**src/rtl/cnn_pkg.sv**
```systemverilog
// cnn_pkg: shared state encoding, batch geometry defaults and timeout class code for the CNN frame sequencer
package cnn_pkg;
  localparam int IMG_PIXELS_DEF = 784;
  localparam int NUM_IMAGES_DEF = 100;
  localparam int ADDR_W_DEF = $clog2(NUM_IMAGES_DEF * IMG_PIXELS_DEF);
  localparam logic [3:0] TIMEOUT_CLASS = 4'hF;
  typedef enum logic [2:0] {
    S_IDLE,
    S_CRST,
    S_STREAM,
    S_WAIT,
    S_RECORD,
    S_DONE
  } state_t;
endpackage

```
**src/rtl/cnn_pixel_streamer.sv**
```systemverilog
// cnn_pixel_streamer: issues one image's pixel reads from base_addr (start pulse), aligns read data to a 2-cycle valid pipe, flags last_issued and draining
module cnn_pixel_streamer #(
  parameter int IMG_PIXELS = 784,
  parameter int ADDR_W = 17,
  parameter int CNT_W = 10
) (
  input  logic              clk,
  input  logic              rst,
  input  logic              start,
  input  logic [ADDR_W-1:0] base_addr,
  input  logic [7:0]        mem_rdata,
  output logic [ADDR_W-1:0] mem_addr,
  output logic              mem_rd_en,
  output logic [7:0]        pixel,
  output logic              pixel_valid,
  output logic              last_issued,
  output logic              draining
);
  logic [CNT_W-1:0] pix_cnt;
  logic             rd_q;
  assign last_issued = mem_rd_en && pix_cnt == CNT_W'(IMG_PIXELS - 1);
  assign draining = rd_q || pixel_valid;
  always_ff @(posedge clk) begin
    if (rst) begin
      mem_addr <= '0;
      mem_rd_en <= 1'b0;
      pix_cnt <= '0;
      rd_q <= 1'b0;
      pixel <= '0;
      pixel_valid <= 1'b0;
    end else begin
      rd_q <= mem_rd_en;
      pixel_valid <= rd_q;
      if (rd_q) pixel <= mem_rdata;
      if (start) begin
        mem_rd_en <= 1'b1;
        mem_addr <= base_addr;
        pix_cnt <= '0;
      end else if (last_issued) begin
        mem_rd_en <= 1'b0;
      end else if (mem_rd_en) begin
        mem_addr <= mem_addr + ADDR_W'(1);
        pix_cnt <= pix_cnt + CNT_W'(1);
      end
    end
  end
endmodule

```
**src/rtl/cnn_frame_sequencer.sv**
```systemverilog
// cnn_frame_sequencer: runs the CNN core over a batch (reset core, stream pixels, await/score decision) and reports per-image results, correct count and sticky timeout
module cnn_frame_sequencer
  import cnn_pkg::*;
#(
  parameter int IMG_PIXELS = IMG_PIXELS_DEF,
  parameter int NUM_IMAGES = NUM_IMAGES_DEF,
  parameter int ADDR_W = ADDR_W_DEF,
  parameter int IDX_W = 7,
  parameter int CNT_W = 10,
  parameter int TIMEOUT = 4096
) (
  input  logic              clk,
  input  logic              rst,
  input  logic              start,
  output logic [ADDR_W-1:0] mem_addr,
  output logic              mem_rd_en,
  input  logic [7:0]        mem_rdata,
  output logic [IDX_W-1:0]  label_addr,
  input  logic [3:0]        label_rdata,
  output logic              cnn_rst,
  output logic [7:0]        cnn_pixel,
  output logic              cnn_pixel_valid,
  input  logic [3:0]        cnn_decision,
  input  logic              cnn_valid,
  output logic              busy,
  output logic              done,
  output logic              result_valid,
  output logic [IDX_W-1:0]  result_index,
  output logic [3:0]        result_class,
  output logic              result_correct,
  output logic [IDX_W-1:0]  correct_count,
  output logic              timeout_err
);
  localparam int TMR_W = $clog2(TIMEOUT);
  state_t            state, state_n;
  logic [IDX_W-1:0]  img_idx;
  logic [ADDR_W-1:0] base_addr;
  logic [TMR_W-1:0]  timer;
  logic              last_issued, draining, accept, tmr_end, last_img, launch;
  cnn_pixel_streamer #(
    .IMG_PIXELS(IMG_PIXELS),
    .ADDR_W(ADDR_W),
    .CNT_W(CNT_W)
  ) u_streamer (
    .clk(clk),
    .rst(rst),
    .start(state == S_CRST),
    .base_addr(base_addr),
    .mem_rdata(mem_rdata),
    .mem_addr(mem_addr),
    .mem_rd_en(mem_rd_en),
    .pixel(cnn_pixel),
    .pixel_valid(cnn_pixel_valid),
    .last_issued(last_issued),
    .draining(draining)
  );
  assign label_addr = img_idx;
  assign result_index = img_idx;
  always_comb begin
    state_n = state;
    launch = start && (state == S_IDLE || state == S_DONE);
    accept = state == S_WAIT && cnn_valid && !draining;
    tmr_end = state == S_WAIT && timer == TMR_W'(TIMEOUT - 1);
    last_img = img_idx == IDX_W'(NUM_IMAGES - 1);
    busy = !(state == S_IDLE || state == S_DONE);
    done = state == S_DONE;
    cnn_rst = rst || state == S_CRST;
    result_valid = state == S_RECORD;
    case (state)
      S_IDLE, S_DONE: state_n = start ? S_CRST : state;
      S_CRST:         state_n = S_STREAM;
      S_STREAM:       state_n = last_issued ? S_WAIT : S_STREAM;
      S_WAIT:         state_n = (accept || tmr_end) ? S_RECORD : S_WAIT;
      S_RECORD:       state_n = last_img ? S_DONE : S_CRST;
      default:        state_n = S_IDLE;
    endcase
  end
  always_ff @(posedge clk) begin
    if (rst) state <= S_IDLE;
    else state <= state_n;
  end
  always_ff @(posedge clk) begin
    if (rst) begin
      img_idx <= '0;
      base_addr <= '0;
      timer <= '0;
      result_class <= '0;
      result_correct <= 1'b0;
      correct_count <= '0;
      timeout_err <= 1'b0;
    end else begin
      timer <= state == S_WAIT ? timer + TMR_W'(1) : '0;
      if (launch) begin
        img_idx <= '0;
        base_addr <= '0;
        correct_count <= '0;
        timeout_err <= 1'b0;
        result_class <= '0;
        result_correct <= 1'b0;
      end
      if (accept) begin
        result_class <= cnn_decision;
        result_correct <= cnn_decision == label_rdata;
      end else if (tmr_end) begin
        result_class <= TIMEOUT_CLASS;
        result_correct <= 1'b0;
        timeout_err <= 1'b1;
      end
      if (state == S_RECORD) begin
        correct_count <= correct_count + IDX_W'(result_correct);
        if (!last_img) begin
          img_idx <= img_idx + IDX_W'(1);
          base_addr <= base_addr + ADDR_W'(IMG_PIXELS);
        end
      end
    end
  end
endmodule

```
**config.mk**
```make
export PLATFORM = sky130hd
export DESIGN_NAME = cnn_frame_sequencer
export DESIGN_NICKNAME = d
export VERILOG_FILES = /design/src/rtl/cnn_pkg.sv /design/src/rtl/cnn_pixel_streamer.sv /design/src/rtl/cnn_frame_sequencer.sv
export SDC_FILE = /design/constraint.sdc
export NUM_CORES = 1
export LEC_CHECK = 0
export CORE_MARGIN = 2
export CORE_UTILIZATION = 53
export DETAILED_ROUTE_END_ITERATION = 10
export GPL_ROUTABILITY_DRIVEN = 0
export HOLD_SLACK_MARGIN = 0.15
export PLACE_DENSITY_LB_ADDON = 0.05
export SLEW_MARGIN = 20
export SYNTH_ARGS = -nofsm -noshare
export SYNTH_HDL_FRONTEND = slang
export SYNTH_HIERARCHICAL = 1
export SYNTH_SLANG_ARGS = --single-unit
export TNS_END_PERCENT = 30
```
**constraint.sdc**
```tcl
create_clock -name clk -period 2.17 [get_ports clk]
set_input_delay 0.434 -clock clk [delete_from_list [all_inputs] [get_ports clk]]
set_output_delay 0.434 -clock clk [all_outputs]
set_load 0.02 [all_outputs]
```
### Word level (Yosys, flattened, before mapping)

Index checks and enable logic that the tools add are counted.

* register bits after elaboration: 90
* input bits: 20
* word-level logic and storage cells: 81

* $add $sub $neg: 6
* eq/ne operators: 11
* multiplexer cells: 27
* bitwise gates (word level): 2
* reduce and logical (&&, ||, !) cells: 21

Operators by type and width (number)
* $mux W17: 6
* $mux W7: 5
* $add A17 B1 Y17 const B: 1
* $add A17 B10 Y17 const B: 1
* $pmux W3 S5: 1
* $add A12 B1 Y12 const B: 1
* $eq A12 B12 Y1 const B: 1
* $mux W4: 3
* $add A10 B1 Y10 const B: 1
* $eq A10 B10 Y1 const B: 1
* $mux W1: 9
* $mux W3: 3
* $add A7 B1 Y7: 1
* $add A7 B1 Y7 const B: 1
* $eq A7 B7 Y1 const B: 1
* $eq A3 B2 Y1 const B: 2
* $eq A3 B3 Y1 const B: 2
* $reduce_bool A2 Y1: 3
* $reduce_or A2 Y1: 3
* $logic_and A1 B1 Y1: 5
* $eq A4 B4 Y1: 1
* $logic_or A1 B1 Y1: 4
* $reduce_and A2 Y1: 2
* $eq A3 B1 Y1 const B: 1
* 6 further kinds: 8

### Depth between registers and ports, before layout

* word-level depth: 6
* depth in mapped cells: 8
* gate-level depth less buffers: 6

### By module

The synthesis kept the hierarchy.

By module, submodules not included
* cnn_frame_sequencer: instances 1, cells an instance 283, area each 2521.2 um^2
* cnn_pixel_streamer: instances 1, cells an instance 214, area each 1903.1 um^2

### Worst setup path before layout

Ideal clock, no wire load.

* path type: register to register
* start point: reg u_streamer.rd_q
* end point: reg result_class[0]
* library setup time: 0.122 ns
* arrival: 1.672 ns
* setup slack: 0.376 ns
* stages on the path, launching flop included: 6
* buffers on the path: 1
* period minus slack after synthesis: 1.794 ns
* cell sequence: dfxtp_1 > clkbuf_1 > or2_2 > nor3b_2 > nor3_1 > a221o_1

* cells in the longest elaborated chain, start to end: 4
* elaborated cells between the ends (all ways): 5

Ends and longest elaborated chain
* start: declaration: RTL line cnn_pixel_streamer.sv:20 `logic rd_q;`
* start signal: assignment: RTL line cnn_pixel_streamer.sv:32 `rd_q <= mem_rd_en;`
* $logic_or A1 B1 Y1 *: RTL line cnn_pixel_streamer.sv:22 `assign draining = rd_q || pixel_valid;`
* net draining: RTL line cnn_frame_sequencer.sv:39 `logic last_issued, draining, accept, tmr_end, last_img, launch;`
* $logic_not A1 Y1 *: RTL line cnn_frame_sequencer.sv:62 `accept = state == S_WAIT && cnn_valid && !draining;`
* $logic_and A1 B1 Y1 *: RTL line cnn_frame_sequencer.sv:62
* $reduce_bool A3 Y1 (no line) / $mux W4 (equally long branches)
* end signal: assignment: RTL line cnn_frame_sequencer.sv:102 `result_class <= cnn_decision;`
* end: declaration: RTL line cnn_frame_sequencer.sv:29 `output logic [3:0] result_class,`

The timed path passes the listed nets; every way through them passes the cells marked *.
A chain may end at the register's enable or synchronous reset.

### Worst setup path in the final report

* start point: reg state[2]
* end point: out busy

* cells in the longest elaborated chain, start to end: 3
* elaborated cells between the ends (all ways): 4

Ends and longest elaborated chain
* start: declaration: RTL line cnn_frame_sequencer.sv:35 `state_t state, state_n;`
* start signal: assignment: RTL line cnn_frame_sequencer.sv:80 `else state <= state_n;`
* $eq A3 B3 Y1 / $logic_not A3 Y1 (equally long branches): RTL line cnn_frame_sequencer.sv:65 `busy = !(state == S_IDLE || state == S_DONE);`
* $logic_or A1 B1 Y1 *: RTL line cnn_frame_sequencer.sv:65
* $logic_not A1 Y1 *: RTL line cnn_frame_sequencer.sv:65
* end: declaration: RTL line cnn_frame_sequencer.sv:25 `output logic busy,`

Every way passes the cells marked *; elsewhere a longest branch is shown, timed or not.

==> impl_metrics.env <==
export IMPL_status="finished, final reports clean"
export IMPL_finalSetupTns_ns=0
export IMPL_vias_per_cell=5.86
export IMPL_cp_slowest_cell="clkdlybuf4s50_1"
export IMPL_min_period_ns=2.08
export IMPL_setup_violations=0
export IMPL_synth_area_leader_cell="dfxtp_1"
export IMPL_final_common_cell="dfxtp_1"
export IMPL_drive_gt1_share_pct=10.5
export IMPL_gr_total_overflow=0
export IMPL_ys_seq_elements=90
export IMPL_clockBufferDepth=2
export IMPL_final_max_slew_viol_count=0
export IMPL_arrival_ns=1.64
export IMPL_vias=3980
export IMPL_regToRegSetupSlack_ns=0.12
export IMPL_tightestPinTransition_ns=0.557
export IMPL_min_to="timeout_err"
export IMPL_synth_flop_cell="dfxtp_1"
export IMPL_numCtsBuffers=9
export IMPL_cpPeakStageDelay_ns=0.54
export IMPL_antenna_found_initial=1
export IMPL_synth_nets=524
export IMPL_placedCellCount=664
export IMPL_drcViolationCount=0
export IMPL_ant_nets=0
export IMPL_worstReg2RegEnd="u_streamer/mem_addr[1]"
export IMPL_fin_crit_sh_pct=95.7
export IMPL_skew_ns=0.0113
export IMPL_syn_avg_cell_area_sq_um=8.90
export IMPL_crit_type="flip-flop to output pin"
export IMPL_grt_pass1_vias=3636
export IMPL_r2r_cells=6
export IMPL_grt_setup_unrepaired="true"
export IMPL_post_cts_buffers=0
export IMPL_critPathTopFamily="buffers and inverters"
export IMPL_hold_buffers=0
export IMPL_min_path_cells=2
export IMPL_start_util_pct=54.4
export IMPL_gr_usage_all_layers_pct=23.4
export IMPL_drtIter0Drc=172
export IMPL_crit_buf_inv=1
export IMPL_yosysTopAreaCellShare_pct=40.7
export IMPL_instances_no_fill=679
export IMPL_rows=33
export IMPL_dp_hpwl_um=7360
export IMPL_start_kind="flip-flop"
export IMPL_r2r_start="u_streamer/pix_cnt[1]"
export IMPL_dr_pass1_iters=4
export IMPL_clock_fmax_mhz=482
export IMPL_holdCritPathClass="flip-flop to flip-flop"
export IMPL_hold_worst_slack_ns=0.458
export IMPL_final_cell_mix="88 x dfxtp_1, 73 x clkdlybuf4s50_1, 61 x nor2_1, 27 x nand3_1, 24 x nand2_1"
export IMPL_synth_area_sq_mm=0.00442
export IMPL_synth_cell_types=60
export IMPL_htreeDepth=3
export IMPL_fp_dieArea_sq_mm=0.00909
export IMPL_clk_latency_ns=0.36
export IMPL_coreArea_sq_mm=0.00813
export IMPL_ys_seq_area_share_pct=40.7
export IMPL_post_cts_resized=5
export IMPL_hold_start="timeout_err"
export IMPL_nets=597
export IMPL_clock_sinks=90
export IMPL_cp_end_kind="output pin"
export IMPL_ys_top_cells_by_area="dfxtp_1 41%, nor2_1 5.2%, xor2_1 4.0%, nand3_1 3.1%, or4_1 2.7%"
export IMPL_ioPinCount=78
export IMPL_die_w_um=95.4
export IMPL_grt_pass1_wl_um=17100
export IMPL_synth_edf_count=0
export IMPL_ctsRootBufferMaster="clkbuf_8"
export IMPL_grt_max_degree=29
export IMPL_peakVddDrop_mv=0.413
export IMPL_slew_headroom_pct=62.8
export IMPL_required_ns=1.74
export IMPL_leakage_uw=0.00191
export IMPL_die_height_um=95.4
export IMPL_wl_per_cell_um=15.3
export IMPL_p_per_area_mw_per_mm2=619
export IMPL_path_cells="xnor2_2 -> nand2b_1 -> clkdlybuf4s50_1"
export IMPL_port_buffers=77
export IMPL_path_clk_slew_ns=0.08
export IMPL_drv_cap=0
export IMPL_cts_tree="done"
export IMPL_finalHoldViolations=0
export IMPL_crit_start="state[2]"
export IMPL_synthCells=497
export IMPL_power_total_uw=3390
export IMPL_area_growth_pct=23.9
export IMPL_synthArstFlopShare_pct=0
export IMPL_finalWirelength_um=10400
export IMPL_ys_warn_count=6
export IMPL_path_max_fanout=11
export IMPL_insertedDiodeCount=0
flip-flops by register name (all words and copies together) (netlist names):
name / count
result_class: 4
label_addr: 7
u_streamer/mem_addr: 17
u_streamer/pix_cnt: 10
u_streamer/pixel_valid: 1
u_streamer/rd_q: 1
base_addr: 17
u_streamer/mem_rd_en: 1
timeout_err: 1
result_correct: 1
correct_count: 7
u_streamer/pixel: 8
state: 3
timer: 12
metal layers:
layer	up-vias	routed length, um	track usage [%]	part of all wire (%)
li1	1986	-	-	-
met5	-	0	0	0
met2	106	4970	38.4	48
met1	1872	4790	31.7	46
met4	0	157	8.21	1.5
met3	16	457	3.16	4.4
kinds of logic (layout without fill, tap and decap cells):
kind of cell,Yosys count,after routing,synth area share (%)
adder cells (fa/ha/maj),7,7,1.98
multiplexers,13,13,3.03
AND/OR/NAND/NOR,212,212,27.0
flip-flops,90,90,40.7
XOR/XNOR,27,27,5.35
buffers and inverters,45,122,5.23
AO/OA/AOI/OAI,103,103,16.7
worst max-delay path by stage:
| stage | end | slack (ns) | depth (start not counted) |
|---|---|---|---|
| 3_5_place_dp | result_valid | 0.11 | 3 |
| 4_1_cts | done | 0.04 | 3 |
| 5_1_grt | u_streamer/mem_addr[1] | -0.04 | 6 |
| 3_3_place_gp | result_valid | 0.14 | 3 |
| 6_report | busy | 0.09 | 3 |
| 2_1_floorplan | result_class[0] | 0.38 | 5 |
worst min-delay path: cells and delay by family (launching register included):
family,cells,cell delay [ns]
compound gates,1,0.05
simple gates,1,0.05
flops,1,0.32
final cells by class:
type	count	area, sq um
inverters	12	50.0
clock inverters	5	63.8
flip-flops and latches	90	1800
fillers	702	2650
well taps	105	131
clock buffers	10	138
multi-input cells	362	2400
repair buffers	95	897
metrics by stage:
step / util (%) / setup WS [ns] / instance area [sq um]
global placement: 64.9 / 0.140 / 5280
finish: 67.4 / 0.0940 / 5480
floorplan: - / 0.376 / 4420
global route: 67.4 / -0.0393 / 5480
CTS: 67.4 / 0.0450 / 5480
detailed placement: 64.9 / 0.109 / 5280
Yosys cell counts, drive strengths merged, types with 2 or more instances:
cell type,count
mux2,3
o21ai,21
nor3,6
mux2i,10
o311ai,3
and3,7
nor2b,3
xnor2,7
nand4bb,2
xor2,20
a21oi,23
o31a,4
nand4,13
ha,7
or2,5
nor2,61
nor3b,2
clkbuf,16
nand2,24
nor4,6
buf,17
o21bai,3
or4,16
a311oi,13
dfxtp,90
o211ai,4
nand4b,3
and4bb,2
a221o,5
nand3b,3
or3,7
and4,9
nand2b,4
and2,9
o31ai,12
a211oi,5
nand3,27
inv,11
a31oi,5
where the power goes:
group | switching [uW] | total (uW) | internal [uW] | leakage (uW)
clock network | 596 | 1160 | 566 | 0.0000989
logic | 249 | 464 | 215 | 0.00108
registers | 65.3 | 1770 | 1700 | 0.000729
total | 910 | 3390 | 2480 | 0.00191
No activity file was read; power rests on OpenSTA's default activity.
